==> config.mk <==
export PLATFORM = sky130hd
export DESIGN_NAME = spi_ram_arbiter
export DESIGN_NICKNAME = d
export VERILOG_FILES = /design/src/rtl/spi_arb_pkg.sv /design/src/rtl/spi_arb_rr.sv /design/src/rtl/spi_ram_arbiter.sv
export SDC_FILE = /design/constraint.sdc
export NUM_CORES = 1
export LEC_CHECK = 0
export BUFFER_PORTS_ARGS = -buffer_cell sky130_fd_sc_hd__clkbuf_2
export CELL_PAD_IN_SITES_DETAIL_PLACEMENT = 1
export CELL_PAD_IN_SITES_GLOBAL_PLACEMENT = 2
export CORE_UTILIZATION = 38
export CTS_BUF_LIST = sky130_fd_sc_hd__clkbuf_2
export DETAILED_ROUTE_END_ITERATION = 8
export PLACE_DENSITY_LB_ADDON = 0.05
export SLEW_MARGIN = 20
export SYNTH_ARGS = -nofsm -noshare
export SYNTH_HDL_FRONTEND = slang
export SYNTH_SLANG_ARGS = --single-unit
==> constraint.sdc <==
create_clock -name clk -period 3 [get_ports clk]
set_clock_uncertainty 0.1 [all_clocks]
set_input_delay 0.15 -clock clk [delete_from_list [all_inputs] [get_ports clk]]
set_output_delay 0.15 -clock clk [all_outputs]
set_load 0.03 [all_outputs]
==> src/rtl/spi_arb_pkg.sv <==
// Shared types and constants for the SPI/host RAM arbiter.
package spi_arb_pkg;

    typedef enum logic [1:0] {
        ARB = 2'd0,
        ACC = 2'd1,
        RD  = 2'd2
    } state_e;

    localparam logic [1:0] OP_WADDR = 2'b00;
    localparam logic [1:0] OP_WDATA = 2'b01;
    localparam logic [1:0] OP_RADDR = 2'b10;
    localparam logic [1:0] OP_RDATA = 2'b11;

    typedef enum logic {
        WIN_SPI  = 1'b0,
        WIN_HOST = 1'b1
    } win_e;

endpackage

==> src/rtl/spi_arb_rr.sv <==
// Two-way winner select between SPI and host. Define SPI_ARB_RR_EN for round-robin
// on ties; otherwise SPI has fixed priority.
module spi_arb_rr
    import spi_arb_pkg::*;
(
    input  logic clk,
    input  logic rst,
    input  logic arb_en,
    input  logic spi_req,
    input  logic host_req,
    output logic win_spi
);

`ifdef SPI_ARB_RR_EN
    win_e last_q, last_d;

    // SPI takes a tie unless it also took the previous tie.
    assign win_spi = spi_req & (~host_req | (last_q == WIN_HOST));

    always_comb begin
        last_d = last_q;
        if (arb_en && spi_req && host_req) begin
            last_d = win_spi ? WIN_SPI : WIN_HOST;
        end
    end

    always_ff @(posedge clk or posedge rst) begin
        if (rst) begin
            last_q <= WIN_HOST;
        end else begin
            last_q <= last_d;
        end
    end
`else
    logic unused_rr;
    assign unused_rr = clk ^ rst ^ arb_en ^ host_req;
    assign win_spi   = spi_req;
`endif

endmodule

==> src/rtl/spi_ram_arbiter.sv <==
// Decodes SPI frames into address loads and RAM commands, and arbitrates the single RAM
// port between SPI and a local host. Tie policy selected by SPI_ARB_RR_EN.
module spi_ram_arbiter
    import spi_arb_pkg::*;
#(
    parameter int unsigned DATA_W = 8,
    parameter int unsigned ADDR_W = 8
) (
    input  logic              clk,
    input  logic              rst,
    input  logic [DATA_W+1:0] rx_data,
    input  logic              rx_valid,
    output logic [DATA_W-1:0] tx_data,
    output logic              tx_valid,
    input  logic              host_req,
    input  logic              host_we,
    input  logic [ADDR_W-1:0] host_addr,
    input  logic [DATA_W-1:0] host_wdata,
    output logic              host_gnt,
    output logic [DATA_W-1:0] host_rdata,
    output logic              host_rvalid,
    output logic              ram_en,
    output logic              ram_we,
    output logic [ADDR_W-1:0] ram_addr,
    output logic [DATA_W-1:0] ram_wdata,
    input  logic [DATA_W-1:0] ram_rdata,
    output logic              spi_ovf
);

    state_e            state_q, state_d;
    win_e              win_q, win_d;
    logic              pend_v_q, pend_v_d, pend_we_q, pend_we_d;
    logic [ADDR_W-1:0] pend_addr_q, pend_addr_d;
    logic [DATA_W-1:0] pend_data_q, pend_data_d;
    logic [ADDR_W-1:0] wr_addr_q, wr_addr_d, rd_addr_q, rd_addr_d;
    logic              spi_ovf_q, spi_ovf_d;
    logic              ram_en_q, ram_en_d, ram_we_q, ram_we_d;
    logic [ADDR_W-1:0] ram_addr_q, ram_addr_d;
    logic [DATA_W-1:0] ram_wdata_q, ram_wdata_d;
    logic              host_gnt_q, host_gnt_d;
    logic [DATA_W-1:0] tx_data_q, tx_data_d, host_rdata_q, host_rdata_d;
    logic              tx_valid_q, tx_valid_d, host_rvalid_q, host_rvalid_d;

    logic              win_spi, spi_take;
    logic [1:0]        op;
    logic [DATA_W-1:0] payload;

    assign op      = rx_data[DATA_W+1:DATA_W];
    assign payload = rx_data[DATA_W-1:0];

    spi_arb_rr u_rr (
        .clk      (clk),
        .rst      (rst),
        .arb_en   (state_q == ARB),
        .spi_req  (pend_v_q),
        .host_req (host_req),
        .win_spi  (win_spi)
    );

    always_comb begin
        state_d       = state_q;
        win_d         = win_q;
        pend_v_d      = pend_v_q;
        pend_we_d     = pend_we_q;
        pend_addr_d   = pend_addr_q;
        pend_data_d   = pend_data_q;
        wr_addr_d     = wr_addr_q;
        rd_addr_d     = rd_addr_q;
        spi_ovf_d     = spi_ovf_q;
        ram_en_d      = 1'b0;
        ram_we_d      = 1'b0;
        ram_addr_d    = ram_addr_q;
        ram_wdata_d   = ram_wdata_q;
        host_gnt_d    = 1'b0;
        tx_data_d     = tx_data_q;
        tx_valid_d    = 1'b0;
        host_rdata_d  = host_rdata_q;
        host_rvalid_d = 1'b0;
        spi_take      = 1'b0;

        unique case (state_q)
            ARB: begin
                if (pend_v_q || host_req) begin
                    state_d  = ACC;
                    ram_en_d = 1'b1;
                    if (win_spi) begin
                        spi_take    = 1'b1;
                        win_d       = WIN_SPI;
                        ram_we_d    = pend_we_q;
                        ram_addr_d  = pend_addr_q;
                        ram_wdata_d = pend_data_q;
                    end else begin
                        win_d       = WIN_HOST;
                        host_gnt_d  = 1'b1;
                        ram_we_d    = host_we;
                        ram_addr_d  = host_addr;
                        ram_wdata_d = host_wdata;
                    end
                end
            end
            ACC: state_d = ram_we_q ? ARB : RD;
            RD: begin
                state_d = ARB;
                if (win_q == WIN_SPI) begin
                    tx_data_d  = ram_rdata;
                    tx_valid_d = 1'b1;
                end else begin
                    host_rdata_d  = ram_rdata;
                    host_rvalid_d = 1'b1;
                end
            end
            default: state_d = ARB;
        endcase

        if (spi_take) begin
            pend_v_d = 1'b0;
        end

        // Address snapshot uses the register value before any same-cycle load.
        if (rx_valid) begin
            if (op == OP_WADDR) begin
                wr_addr_d = payload[ADDR_W-1:0];
            end else if (op == OP_RADDR) begin
                rd_addr_d = payload[ADDR_W-1:0];
            end else if (!pend_v_q || spi_take) begin
                pend_v_d    = 1'b1;
                pend_we_d   = (op == OP_WDATA);
                pend_addr_d = (op == OP_WDATA) ? wr_addr_q : rd_addr_q;
                pend_data_d = payload;
            end else begin
                spi_ovf_d = 1'b1;
            end
        end
    end

    always_ff @(posedge clk or posedge rst) begin
        if (rst) begin
            state_q       <= ARB;
            win_q         <= WIN_SPI;
            pend_v_q      <= 1'b0;
            pend_we_q     <= 1'b0;
            pend_addr_q   <= '0;
            pend_data_q   <= '0;
            wr_addr_q     <= '0;
            rd_addr_q     <= '0;
            spi_ovf_q     <= 1'b0;
            ram_en_q      <= 1'b0;
            ram_we_q      <= 1'b0;
            ram_addr_q    <= '0;
            ram_wdata_q   <= '0;
            host_gnt_q    <= 1'b0;
            tx_data_q     <= '0;
            tx_valid_q    <= 1'b0;
            host_rdata_q  <= '0;
            host_rvalid_q <= 1'b0;
        end else begin
            state_q       <= state_d;
            win_q         <= win_d;
            pend_v_q      <= pend_v_d;
            pend_we_q     <= pend_we_d;
            pend_addr_q   <= pend_addr_d;
            pend_data_q   <= pend_data_d;
            wr_addr_q     <= wr_addr_d;
            rd_addr_q     <= rd_addr_d;
            spi_ovf_q     <= spi_ovf_d;
            ram_en_q      <= ram_en_d;
            ram_we_q      <= ram_we_d;
            ram_addr_q    <= ram_addr_d;
            ram_wdata_q   <= ram_wdata_d;
            host_gnt_q    <= host_gnt_d;
            tx_data_q     <= tx_data_d;
            tx_valid_q    <= tx_valid_d;
            host_rdata_q  <= host_rdata_d;
            host_rvalid_q <= host_rvalid_d;
        end
    end

    assign tx_data     = tx_data_q;
    assign tx_valid    = tx_valid_q;
    assign host_gnt    = host_gnt_q;
    assign host_rdata  = host_rdata_q;
    assign host_rvalid = host_rvalid_q;
    assign ram_en      = ram_en_q;
    assign ram_we      = ram_we_q;
    assign ram_addr    = ram_addr_q;
    assign ram_wdata   = ram_wdata_q;
    assign spi_ovf     = spi_ovf_q;

endmodule

### After elaboration in Yosys (flattened, before gate mapping)

Cells that the tools add are included.

* output and inout port bits: 38
* input bits: 39
* bits in registers: 75
* word-level logic and storage cells: 65

* reductions and logical operators: 12
* mux-type cells: 26
* bitwise gates (word level): 4
* eq/ne operators: 5

Operators with widths (number)
* two-way mux 8 bit: 3
* two-way mux 1 bit: 20
* AND reduction 2 bit: 4
* AND reduction 4 bit: 2
* equality test 2 x 1 -> 1 bit, second input constant: 2
* equality test 2 bit, second input constant: 2
* logical NOT 2 bit: 2
* two-way mux 2 bit: 2
* inverter 1 bit: 4
* case mux 2 bit (2 select lines): 1
* AND reduction 3 bit: 1
* logical OR 1 bit: 2
* != test 2 bit, second input constant: 1
* logical NOT 1 bit: 1

### Depth between registers and ports, before layout

Gate-level depths: netlist of the first run.

* depth in word-level cells: 8
* depth in mapped cells: 6
* gate-level depth less buffers: 3

### Hierarchy

Synthesis of the first run repeated with hierarchy kept, for this count alone.

* cells, all modules: 197
* area, all modules: 3144.3 um^2

By module, submodules not included
* spi_ram_arbiter: area each 3136.8 um^2, cells an instance 196, instances 1, seq. area each 1876.8 um^2
* spi_arb_rr: area each 7.5 um^2, cells an instance 1, instances 1, seq. area each 0.0 um^2

### Worst setup path before layout of the first run

No wires, ideal clock.

* path kind: register to register
* from: register state_q[1]
* to: register ram_wdata_q[5], in the netlist ram_wdata[5]
* buffers on the path: 2
* stages on the path, launching flop included: 5
* required time: 2.773 ns
* setup time: 0.127 ns
* period minus slack after synthesis: 1.584 ns
* path slack: 1.416 ns
* arrival: 1.357 ns
* path through: dfrtp_1 > buf_6 > nor3_4 > buf_8 > mux2_1

* word-level cells in the longest chain between the ends: 2

Ends and longest elaborated chain
* from (decl): line spi_ram_arbiter.sv:30 `state_e state_q, state_d;`
* from (signal assigned): line spi_ram_arbiter.sv:157 `state_q <= state_d;`
* logical NOT 2 bit: line spi_ram_arbiter.sv:81 `unique case (state_q)`
* AND reduction 2 bit (no source line)
* to (signal assigned): line spi_ram_arbiter.sv:169 `ram_wdata_q <= ram_wdata_d;`
* to (decl): line spi_ram_arbiter.sv:39 `logic [DATA_W-1:0] ram_wdata_q, ram_wdata_d;`

No other way between the ends.
A chain may end at the register's enable or synchronous reset.

### Worst setup path after layout of the first run

* from: register state_q[1]
* to: register pend_data_q[2]

* word-level cells in the longest chain between the ends: 4

Ends and longest elaborated chain
* logical NOT 2 bit: line spi_ram_arbiter.sv:81
* two-way mux 1 bit: line spi_ram_arbiter.sv:81
* logical OR 1 bit: line spi_ram_arbiter.sv:125 `end else if (!pend_v_q || spi_take) begin`
* AND reduction 4 bit (no source line)
* to (signal assigned): line spi_ram_arbiter.sv:162 `pend_data_q <= pend_data_d;`
* to (decl): line spi_ram_arbiter.sv:34 `logic [DATA_W-1:0] pend_data_q, pend_data_d;`

No other way between the ends.

==> results of run 1 <==
power breakdown:
group | internal [W] | switching, W | leakage, nW
logic | 0.000803 | 0.000917 | 0.988
clock network | 0.000363 | 0.000360 | 0.0883
registers | 0.00142 | 0.000258 | 0.894
cells by family (layout without fill, tap and decap cells):
| group | Yosys count | count (layout) | synth area share, % |
|---|---|---|---|
| simple gates | 15 | 15 | 3.80 |
| buf+inv | 13 | 141 | 3.33 |
| flops | 75 | 75 | 58.7 |
| compound gates | 4 | 4 | 0.978 |
| mux | 89 | 89 | 33.2 |
registers in the layout, summed over array words and instances, names as in the netlist, 8 cells and up:
register,cells
ram_addr,8
ram_wdata,8
rd_addr_q,8
tx_data,8
host_rdata,8
pend_data_q,8
wr_addr_q,8
pend_addr_q,8
area by class of cell:
| type | instances | area share, % |
|---|---|---|
| timing repair buffer | 121 | 19.3 |
| tap | 105 | 3.11 |
| sequential | 75 | 44.5 |
| clock buffer | 10 | 1.19 |
| clock inverter | 6 | 2.70 |
| inverter | 4 | 0.386 |
| multi-input combinational | 108 | 28.8 |
placed cells by master, fill, tap and decap left out:
cell type      instances
bufinv_16              3
a211oi_1               1
nor3b_1                2
nor2b_1                1
dfrtp_1               75
nor2_1                 1
nor4b_2                1
nand3b_1               3
nor3_1                 1
clkinv_2               1
nand2_1                3
nor3_4                 1
dlygate4sd3_1         39
o21bai_1               2
inv_1                  3
clkinv_4               1
mux2_4                16
clkbuf_2              86
mux2_1                 8
nor2b_4                1
mux2_2                64
mux2i_1                1
nor3b_2                1
o21ai_2                1
buf_4                  6
clkinvlp_4             2
path summary, 6_finish.rpt:
check | from | end | slack, ns | cells after the start
worst max-delay path | state_q[1]$_DFFE_PP0P_ | pend_data_q[2]$_DFFE_PP0P_ | 1.05 | 3
worst min-delay path | rst | ram_en$_DFF_PP0_ | 0.1 | 3
worst max register to register | state_q[1]$_DFFE_PP0P_ | pend_data_q[2]$_DFFE_PP0P_ | 1.05 | 3
worst min register to register | ram_we$_DFF_PP0_ | state_q[1]$_DFFE_PP0P_ | 0.35 | 1
max in group asynchronous | rst | wr_addr_q[2]$_DFFE_PP0P_ | 1.95 | 4
min in group clk | ram_rdata[2] | tx_data[2]$_DFFE_PP0P_ | 0.30 | 3
worst max-delay path, delay by kind of cell, from the launching register on:
kind,cells,cell delay (ns)
flip-flops,1,0.55
AO/OA/AOI/OAI,1,0.22
AND/OR/NAND/NOR,1,0.57
multiplexers,1,0.40
synth_stat cells, types with 2 or more instances:
master,count,share of area (%)
dfrtp_1,75,59
mux2_2,64,23
mux2_4,16,7.5
mux2_1,8,2.8
inv_1,4,0.47
buf_2,3,0.47
buf_6,3,1.1
nand2_1,3,0.35
nand3b_1,3,0.70
nor3b_1,2,0.47
o21bai_1,2,0.47
layer usage:
layer / routed length, µm / GRT usage, % / up-vias
li1: - / - / 938
met1: 3080 / 21.8 / 1002
met2: 3090 / 26.3 / 41
met3: 186 / 2.99 / 12
met4: 126 / 8.46 / 0
met5: 0 / 0 / -
stage by stage:
stage	worst slack (ns)	hold slack (ns)	area [µm²]	cells	power, W
6_report	1.05	0.0988	4220	429	0.00412
5_1_grt	0.932	0.120	4220	429	0.00439
4_1_cts	1.02	0.0835	4220	429	0.00419
3_5_place_dp	1.06	0.137	3660	374	0.00342
3_3_place_gp	1.08	0.126	3660	374	0.00339
2_1_floorplan	0.840	0.143	3200	196	0.00299
==> flow_summary.toml, run 1 <==
[outcome]
outcome = "completed"

[global_route]
grt_pass1_wl_mm = 10.8
grt_use_total_pct = 16.6
antenna_found_initial = 0
grt_max_degree = 36
globalRouteOverflowTotal = 0
grt_pass1_vias = 2166

[floorplanning]
rows = 33
num_io_pins = 77
core_area_mm2 = 0.00818
die_h_um = 93.7
die_w_um = 93.7
design.die.area_mm2 = 0.00878
initial_utilization_pct = 39.1

[worst_setup_path]
path_max_fanout = 17
endpoint_kind = "flop"
start_kind = "flop"
cp_cell_sequence = "o21ai_2 -> nor2b_4 -> mux2_2"
cp_data_required_time_ns = 3.30
slowest_stage = "nor2b_4"
path_class = "flop to flop"
worst_path_largest_cell_delay_ns = 0.57
crit_arrival_ns = 2.24

[detailed_routing]
drc = 0
dr.pass1.iters = 4
routed-via-count = 1993
ant_nets = 0
wl_per_cell_um = 15.1
wl_mm = 6.47
vias_per_cell = 4.65
drtIter0Drc = 34

[clock_tree]
cts_setup_buffers = 0
cts_made_buffers = 9
clk_latency_ns = 0.50
root_buffer = "clkbuf_2"
cts_buffer_depth = 2
clock-sinks = 75
cts-resized-gates = 0
htree_levels = 3
path_clk_slew_ns = 0.21
cts_tree = "built"
hold_buffers = 39

[synthesis]
syn-instance-count = 196
synth_ff_type = "dfrtp_1"
synth_seq_cells = 75
yosysWarnings = 0
syn_nets = 235
synthDistinctLibCells = 24
synth_edf_count = 0
netlist_area_mm2 = 0.00320
syn_area_per_cell_um2 = 16.3
ys_seq_area_share_pct = 58.7
async_reset_ff_share_pct = 100

[layout]
post-route-util_pct = 51.6
layout-drive-gt1-share_pct = 56.8
antenna_cells = 0
fillCellCount = 830
multi_input_area_mm2 = 0.00121
nets = 358
syn_to_final_growth_pct = 31.9
regArea_mm2 = 0.00188

[sta]
fin_crit_ns = 1.95
rsz0062_at_grt = "false"
setup_viol = 0
hold_violations = 0
relSlewSlack_pct = 46.8
timing.setup.tns_ns = 0
finalMaxSlewViolations = 0
post-route-period-util_pct = 64.9
clock.fmax_ghz = 0.514
worstMarginPinSlew_ns = 0.794

[power]
p_per_area_mw_per_mm2 = 978
ir_drop_v = 0.000378
p_leak_nw = 1.97

[placement]
portBuffers = 76
dp_hpwl_mm = 4.32
routabilityCongestion = 0.664

[flow_run]
cap_viol_max_count = 0

[worst_hold_path]
hp-class = "primary input to asynchronous set/reset pin"
(Power assumes the default switching activity.)
==> run 2: changes to the inputs <==
--- a/config.mk
+++ b/config.mk
@@ -5,10 +5,11 @@
 export SDC_FILE = /design/constraint.sdc
 export NUM_CORES = 1
 export LEC_CHECK = 0
+export ABC_AREA = 1
 export BUFFER_PORTS_ARGS = -buffer_cell sky130_fd_sc_hd__clkbuf_2
 export CELL_PAD_IN_SITES_DETAIL_PLACEMENT = 1
 export CELL_PAD_IN_SITES_GLOBAL_PLACEMENT = 2
-export CORE_UTILIZATION = 38
+export CORE_UTILIZATION = 32
 export CTS_BUF_LIST = sky130_fd_sc_hd__clkbuf_2
 export DETAILED_ROUTE_END_ITERATION = 8
 export PLACE_DENSITY_LB_ADDON = 0.05
==> constraint.sdc (replaced) <==
create_clock -name clk -period 2.05 [get_ports clk]
set_clock_uncertainty 0.1 [all_clocks]
set_input_delay 0.1025 -clock clk [delete_from_list [all_inputs] [get_ports clk]]
set_output_delay 0.1025 -clock clk [all_outputs]
set_load 0.03 [all_outputs]
==> run 2 against run 1 <==
Sequential power is 39% higher. Final cell count is 47% higher. Power is 38% higher. Area after synthesis is 2.2% lower. First-iteration DRC count is 130% higher. Setup slack worse by 0.69 ns. Clock-buffer cell count is 1 lower. Clock power is 49% higher. Via count is 41% higher.
==> flow_summary.toml, run 2 <==
[clock_tree]
clk_latency_ns = 0.50
htree_levels = 3
clock-sinks = 75
root_buffer = "clkbuf_2"
cts_setup_buffers = 0
cts_made_buffers = 9
path_clk_slew_ns = 0.23
cts_buffer_depth = 2
cts_tree = "built"

[layout]
layout-drive-gt1-share_pct = 21.2
fillCellCount = 1170
nets = 534
antenna_cells = 0
final_common_cell = "nand2_1"
post-route-util_pct = 45.1
syn_to_final_growth_pct = 35.1
mostFrequentLayoutCells = "nand2_1 (192), clkbuf_2 (85), dfrtp_1 (75)"

[power]
intPower_w = 0.00322
clkPwrFrac_pct = 19.1
p_leak_nw = 2.37
seqPwrFrac_pct = 41.3
power.switching_w = 0.00245
ir_drop_v = 0.000412
p_per_area_mw_per_mm2 = 1340
share_comb_of_total_power_pct = 39.7
p_sw_share_pct = 43.2

[worst_setup_path]
rr_startpoint = "state_q[1]$_DFFE_PP0P_"
path_delay_family = "buffers and inverters"
crit_top_cell = "nand2_1"
r2r_slack_ns = 0.47
worst_path_largest_cell_delay_ns = 0.54
cp_cell_sequence = "dlygate4sd3_1 -> clkbuf_2 -> dlymetal6s4s_1 -> nand2_1 -> inv_2 -> nand2_4 -> nand2_1 -> nand2_1"
slowest_stage = "dlygate4sd3_1"
cp_num_buf_inv = 4
endpoint_kind = "flop"
path_max_fanout = 17
path_class = "primary input to flop"
crit_arrival_ns = 2.00
cp_data_required_time_ns = 2.36
crit_start = "rx_data[8]"
start_kind = "primary input"

[detailed_routing]
wl_mm = 8.24
wl_met1_mm = 3.77
routed-wl-met2_mm = 4.09
highest_layer = "met4"
drc = 0
vias_per_cell = 4.46
met3WireLength_um = 250
wl_per_cell_um = 13.1
routed-via-count = 2805
ant_nets = 0
drtIter0Drc = 79
dr.pass1.iters = 4

[floorplanning]
design.die.area_mm2 = 0.0102
core_area_mm2 = 0.00937
die_w_um = 101
die_h_um = 101
rows = 35
initial_utilization_pct = 33.4
num_io_pins = 77

[flow_run]
cap_viol_max_count = 0

[synthesis]
syn_nets = 413
synthDistinctLibCells = 17
synth_edf_count = 0
yosys-top-cells-area = "dfrtp_1 (60%), nand2_1 (23%), o21ai_0 (5.3%)"
syn_area_per_cell_um2 = 8.36
synth_top_area_share_pct = 60.0
yosys-top-cells-count = "nand2_1 (192), dfrtp_1 (75), o21ai_0 (33)"
syn-instance-count = 374
yosysWarnings = 0
netlist_area_mm2 = 0.00313
async_reset_ff_share_pct = 100
synth_seq_cells = 75
yosysMostFrequentCell = "nand2_1"
synth_top_cell_by_area = "dfrtp_1"
ys_seq_area_share_pct = 60.0
synth_ff_type = "dfrtp_1"

[worst_hold_path]
hp-class = "primary input to flop"
min_from = "rx_data[7]"

[sta]
clock.fmax_ghz = 0.593
finalWorstSetupSlack_ns = 0.364
whs_ns = 0.266
fin_crit_ns = 1.69
setup_viol = 0
post-route-period-util_pct = 82.2
hold_violations = 0
timing.setup.tns_ns = 0
rsz0062_at_grt = "false"
worstMarginPinSlew_ns = 0.607
relSlewSlack_pct = 59.4
finalMaxSlewViolations = 0

[global_route]
grt_pass1_wl_mm = 14.3
globalRouteOverflowTotal = 0
grt_max_degree = 54
antenna_found_initial = 0
grt_pass1_vias = 2982
grt_use_total_pct = 18.2

[outcome]
outcome = "completed"

[placement]
dp_worst_setup_slack_ns = 0.494
routabilityCongestion = 0.714
dp_hpwl_mm = 5.68
portBuffers = 76
-- run 2: cell types whose count changed after synthesis, sizes merged, moves of 4 or more --
cell   change
nand3     +21
inv       +22
buf        +4
nand2    +192
mux2      -88
o21ai     +32
nor2       +6
-- run 2: path summary, 6_finish.rpt --
| check | cells after the start | endpoint |
|---|---|---|
| min in group asynchronous | 4 | pend_data_q[2]$_DFFE_PP0P_ |
| hold reg to reg | 1 | state_q[1]$_DFFE_PP0P_ |
| max in group asynchronous | 6 | ram_wdata[2]$_DFFE_PP0P_ |
| hold / removal | 4 | pend_data_q[7]$_DFFE_PP0P_ |
| setup reg to reg | 6 | pend_addr_q[6]$_DFFE_PP0P_ |
| setup / recovery | 8 | pend_addr_q[6]$_DFFE_PP0P_ |
-- run 2: timing repair --
item | 4_1_cts | 5_1_grt
endpoints found under the hold margin | 138 | 0
gates resized for setup | 0 | 1
setup endpoints to repair | 0 | 18
hold buffers | 43 | 0
-- run 2: power groups by stage --
stage	logic (W)	registers, W	clock network (W)
after floorplan	0.000944	0.00298	0
after global placement	0.00220	0.00237	0
after detailed placement	0.00222	0.00238	0
after CTS	0.00229	0.00235	0.00112
after global routing	0.00254	0.00241	0.00117
final	0.00225	0.00234	0.00108
-- run 2: cell type report --
| type | count | area [µm²] | area share (%) |
|---|---|---|---|
| clock buffers | 9 | 45.0 | 1.07 |
| well taps | 129 | 161 | 3.82 |
| clock inverters | 7 | 116 | 2.75 |
| inverters | 27 | 105 | 2.49 |
| flip-flops and latches | 75 | 1880 | 44.4 |
| multi-input cells | 259 | 1070 | 25.2 |
| repair buffers | 123 | 853 | 20.2 |
-- run 2: logic make-up after synthesis --
logic type	Yosys count	share of synthesized area [%]
simple gates	225	28.6
flops	75	60.0
buf+inv	40	5.88
compound gates	34	5.52
-- run 2: through the flow --
| step | std cells | total power, W | instance area (µm²) |
|---|---|---|---|
| floorplan | 374 | 0.00393 | 3130 |
| global placement | 571 | 0.00457 | 3640 |
| detailed placement | 571 | 0.00461 | 3640 |
| CTS | 630 | 0.00576 | 4230 |
| global route | 629 | 0.00612 | 4220 |
| finish | 629 | 0.00567 | 4220 |
-- run 2: tightest hold or removal path, cell delays in order --
cell           delay (ns)
dlygate4sd3_1        0.54
clkbuf_2             0.11
nand3_1              0.07
nand2_1              0.05
-- run 2: per-layer routing --
layer,GRT usage [%],up-vias
met5,0,-
met4,7.58,0
met3,2.70,9
met2,31.7,59
met1,22.6,1345
li1,-,1392
==> run 3: changes to the inputs <==
--- a/config.mk
+++ b/config.mk
@@ -9,7 +9,7 @@
 export BUFFER_PORTS_ARGS = -buffer_cell sky130_fd_sc_hd__clkbuf_2
 export CELL_PAD_IN_SITES_DETAIL_PLACEMENT = 1
 export CELL_PAD_IN_SITES_GLOBAL_PLACEMENT = 2
-export CORE_UTILIZATION = 32
+export CORE_UTILIZATION = 29
 export CTS_BUF_LIST = sky130_fd_sc_hd__clkbuf_2
 export DETAILED_ROUTE_END_ITERATION = 8
 export PLACE_DENSITY_LB_ADDON = 0.05
==> constraint.sdc (replaced) <==
create_clock -name clk -period 1.5 [get_ports clk]
set_clock_uncertainty 0.1 [all_clocks]
set_input_delay 0.075 -clock clk [delete_from_list [all_inputs] [get_ports clk]]
set_output_delay 0.075 -clock clk [all_outputs]
set_load 0.03 [all_outputs]
==> run 3 against run 2 <==
Global-route usage down 1.0 points. Clock-buffer cell count unchanged. Non-clock buffer count up 5. Final area up 0.27%. Register-to-register slack worse by 0.31 ns. Flip-flop and latch count unchanged. Largest power group unchanged.
==> flow_summary.toml, run 3 (synthesis results as in run 2) <==
[placement]
dp_hpwl_mm = 5.79
routabilityCongestion = 0.673
portBuffers = 76

[sta]
worstMarginPinSlew_ns = 0.417
timing.setup.tns_ns = 0
fin_crit_ns = 1.44
post-route-period-util_pct = 95.9
relSlewSlack_pct = 72.2
setup_viol = 0
clock.fmax_ghz = 0.695
hold_violations = 0
rsz0062_at_grt = "false"
finalMaxSlewViolations = 0

[clock_tree]
htree_levels = 3
cts_buffer_depth = 2
cts_made_buffers = 9
path_clk_slew_ns = 0.22
clk_latency_ns = 0.54
root_buffer = "clkbuf_2"
cts_tree = "built"
clock-sinks = 75

[worst_setup_path]
crit_top_cell = "dlygate4sd3_1"
ff2ff_path_depth = 5
cp_data_required_time_ns = 1.86
cp_cell_sequence = "dlygate4sd3_1 -> clkbuf_2 -> nand3b_1 -> dlygate4sd3_1 -> buf_4 -> o21ai_0"
crit_cells = 6
path_max_fanout = 16
worst_path_largest_cell_delay_ns = 0.57
r2r_slack_ns = 0.16
path_delay_family = "buffers and inverters"
start_kind = "primary input"
slowest_stage = "dlygate4sd3_1"
r2r_end = "ram_addr[0]$_DFFE_PP0P_"
path_class = "primary input to flop"
rr_startpoint = "pend_v_q$_DFF_PP0_"
endpoint_kind = "flop"
crit_arrival_ns = 1.80
cp_num_buf_inv = 4

[global_route]
antenna_found_initial = 0
grt_use_total_pct = 17.2
grt_max_degree = 76
grt_pass1_vias = 2987
grt_pass1_wl_mm = 14.7
globalRouteOverflowTotal = 0

[detailed_routing]
highest_layer = "met4"
met3WireLength_um = 274
ant_nets = 0
routed-wl-met2_mm = 4.25
drc = 0
wl_per_cell_um = 13.3
wl_met1_mm = 3.86
vias_per_cell = 4.39
routed-via-count = 2814
dr.pass1.iters = 4
drtIter0Drc = 125
wl_mm = 8.55

[worst_hold_path]
hp-class = "primary input to asynchronous set/reset pin"

[floorplanning]
initial_utilization_pct = 30.2
die_w_um = 106
design.die.area_mm2 = 0.0112
core_area_mm2 = 0.0104
die_h_um = 106
rows = 37
num_io_pins = 77

[layout]
final_common_cell = "nand2_1"
antenna_cells = 0
mostFrequentLayoutCells = "nand2_1 (192), clkbuf_2 (85), dfrtp_1 (75)"
post-route-util_pct = 40.8
layout-drive-gt1-share_pct = 22.0
syn_to_final_growth_pct = 35.5
nets = 539
fillCellCount = 1273

[power]
power.switching_w = 0.00339
p_total_w = 0.00751
seqPwrFrac_pct = 42.6
p_leak_nw = 2.37
p_per_area_mw_per_mm2 = 1770
share_comb_of_total_power_pct = 42.4
intPower_w = 0.00412
ir_drop_v = 0.000712
p_sw_share_pct = 45.1
clkPwrFrac_pct = 15.1

[flow_run]
cap_viol_max_count = 0

[outcome]
outcome = "completed"
run 3: changes by cell type in the layout (fill, tap and decap cells not counted), moves of 2 or more:
cell,delta
clkinvlp_4,+3
bufinv_16,-2
buf_4,+6
nor2_4,+2
nor2_2,-2
run 3: power by group through the flow:
stage                     sequential [W]  clock (W)  combinational [W]
final                            0.00320    0.00113            0.00318
after global routing             0.00330    0.00128            0.00360
after CTS                        0.00321    0.00119            0.00325
after detailed placement         0.00326          0            0.00316
after global placement           0.00323          0            0.00312
after floorplan                  0.00408          0            0.00129
run 3: worst register-to-register path, stage by stage, from the launching register on:
cell and delay (ns):
dfrtp_1 0.47, nor2_1 0.24, nor2_4 0.10, inv_2 0.24
nand2_1 0.09, nand2_1 0.07
run 3: timing repair:
| action | in CTS | in global routing |
|---|---|---|
| gates resized for setup | 0 | 5 |
| hold endpoints to repair | 147 | 0 |
| setup endpoints to repair | 0 | 32 |
| buffers inserted | 0 | 0 |
| hold buffers | 41 | 0 |
run 3: worst max path at each step:
stage,end,from,slack [ns]
after CTS,pend_addr_q[0]$_DFFE_PP0P_,rx_data[8],0.07
after global placement,ram_we$_DFF_PP0_,state_q[1]$_DFFE_PP0P_,0.15
final,rd_addr_q[3]$_DFFE_PP0P_,rx_valid,0.06
after floorplan,ram_addr[0]$_DFFE_PP0P_,state_q[1]$_DFFE_PP0P_,0.33
after detailed placement,ram_we$_DFF_PP0_,state_q[1]$_DFFE_PP0P_,0.11
after global routing,ram_wdata[2]$_DFFE_PP0P_,pend_v_q$_DFF_PP0_,0.02
run 3: stage by stage:
stage               cells  cell area [µm²]  hold slack, ns  worst slack, ns
global placement      584             3690           0.115            0.155
global route          641             4240          0.0407           0.0177
detailed placement    584             3690           0.118            0.110
floorplan             374             3130           0.116            0.325
finish                641             4240          0.0373           0.0615
CTS                   641             4220          0.0127           0.0689
run 3: layout make-up:
cell class	instances	area, µm²	share of cell area, %
multi-input combinational	259	1080	25.5
inverter	27	105	2.48
tap	136	170	4.02
sequential	75	1880	44.3
timing repair buffer	128	888	21.0
clock inverter	7	68.8	1.62
clock buffer	9	45.0	1.06
run 3: layer usage:
layer	global-route usage (%)	vias to the layer above
met4	7.74	0
met2	29.2	52
met1	21.4	1342
met5	0	-
met3	2.72	12
li1	-	1408
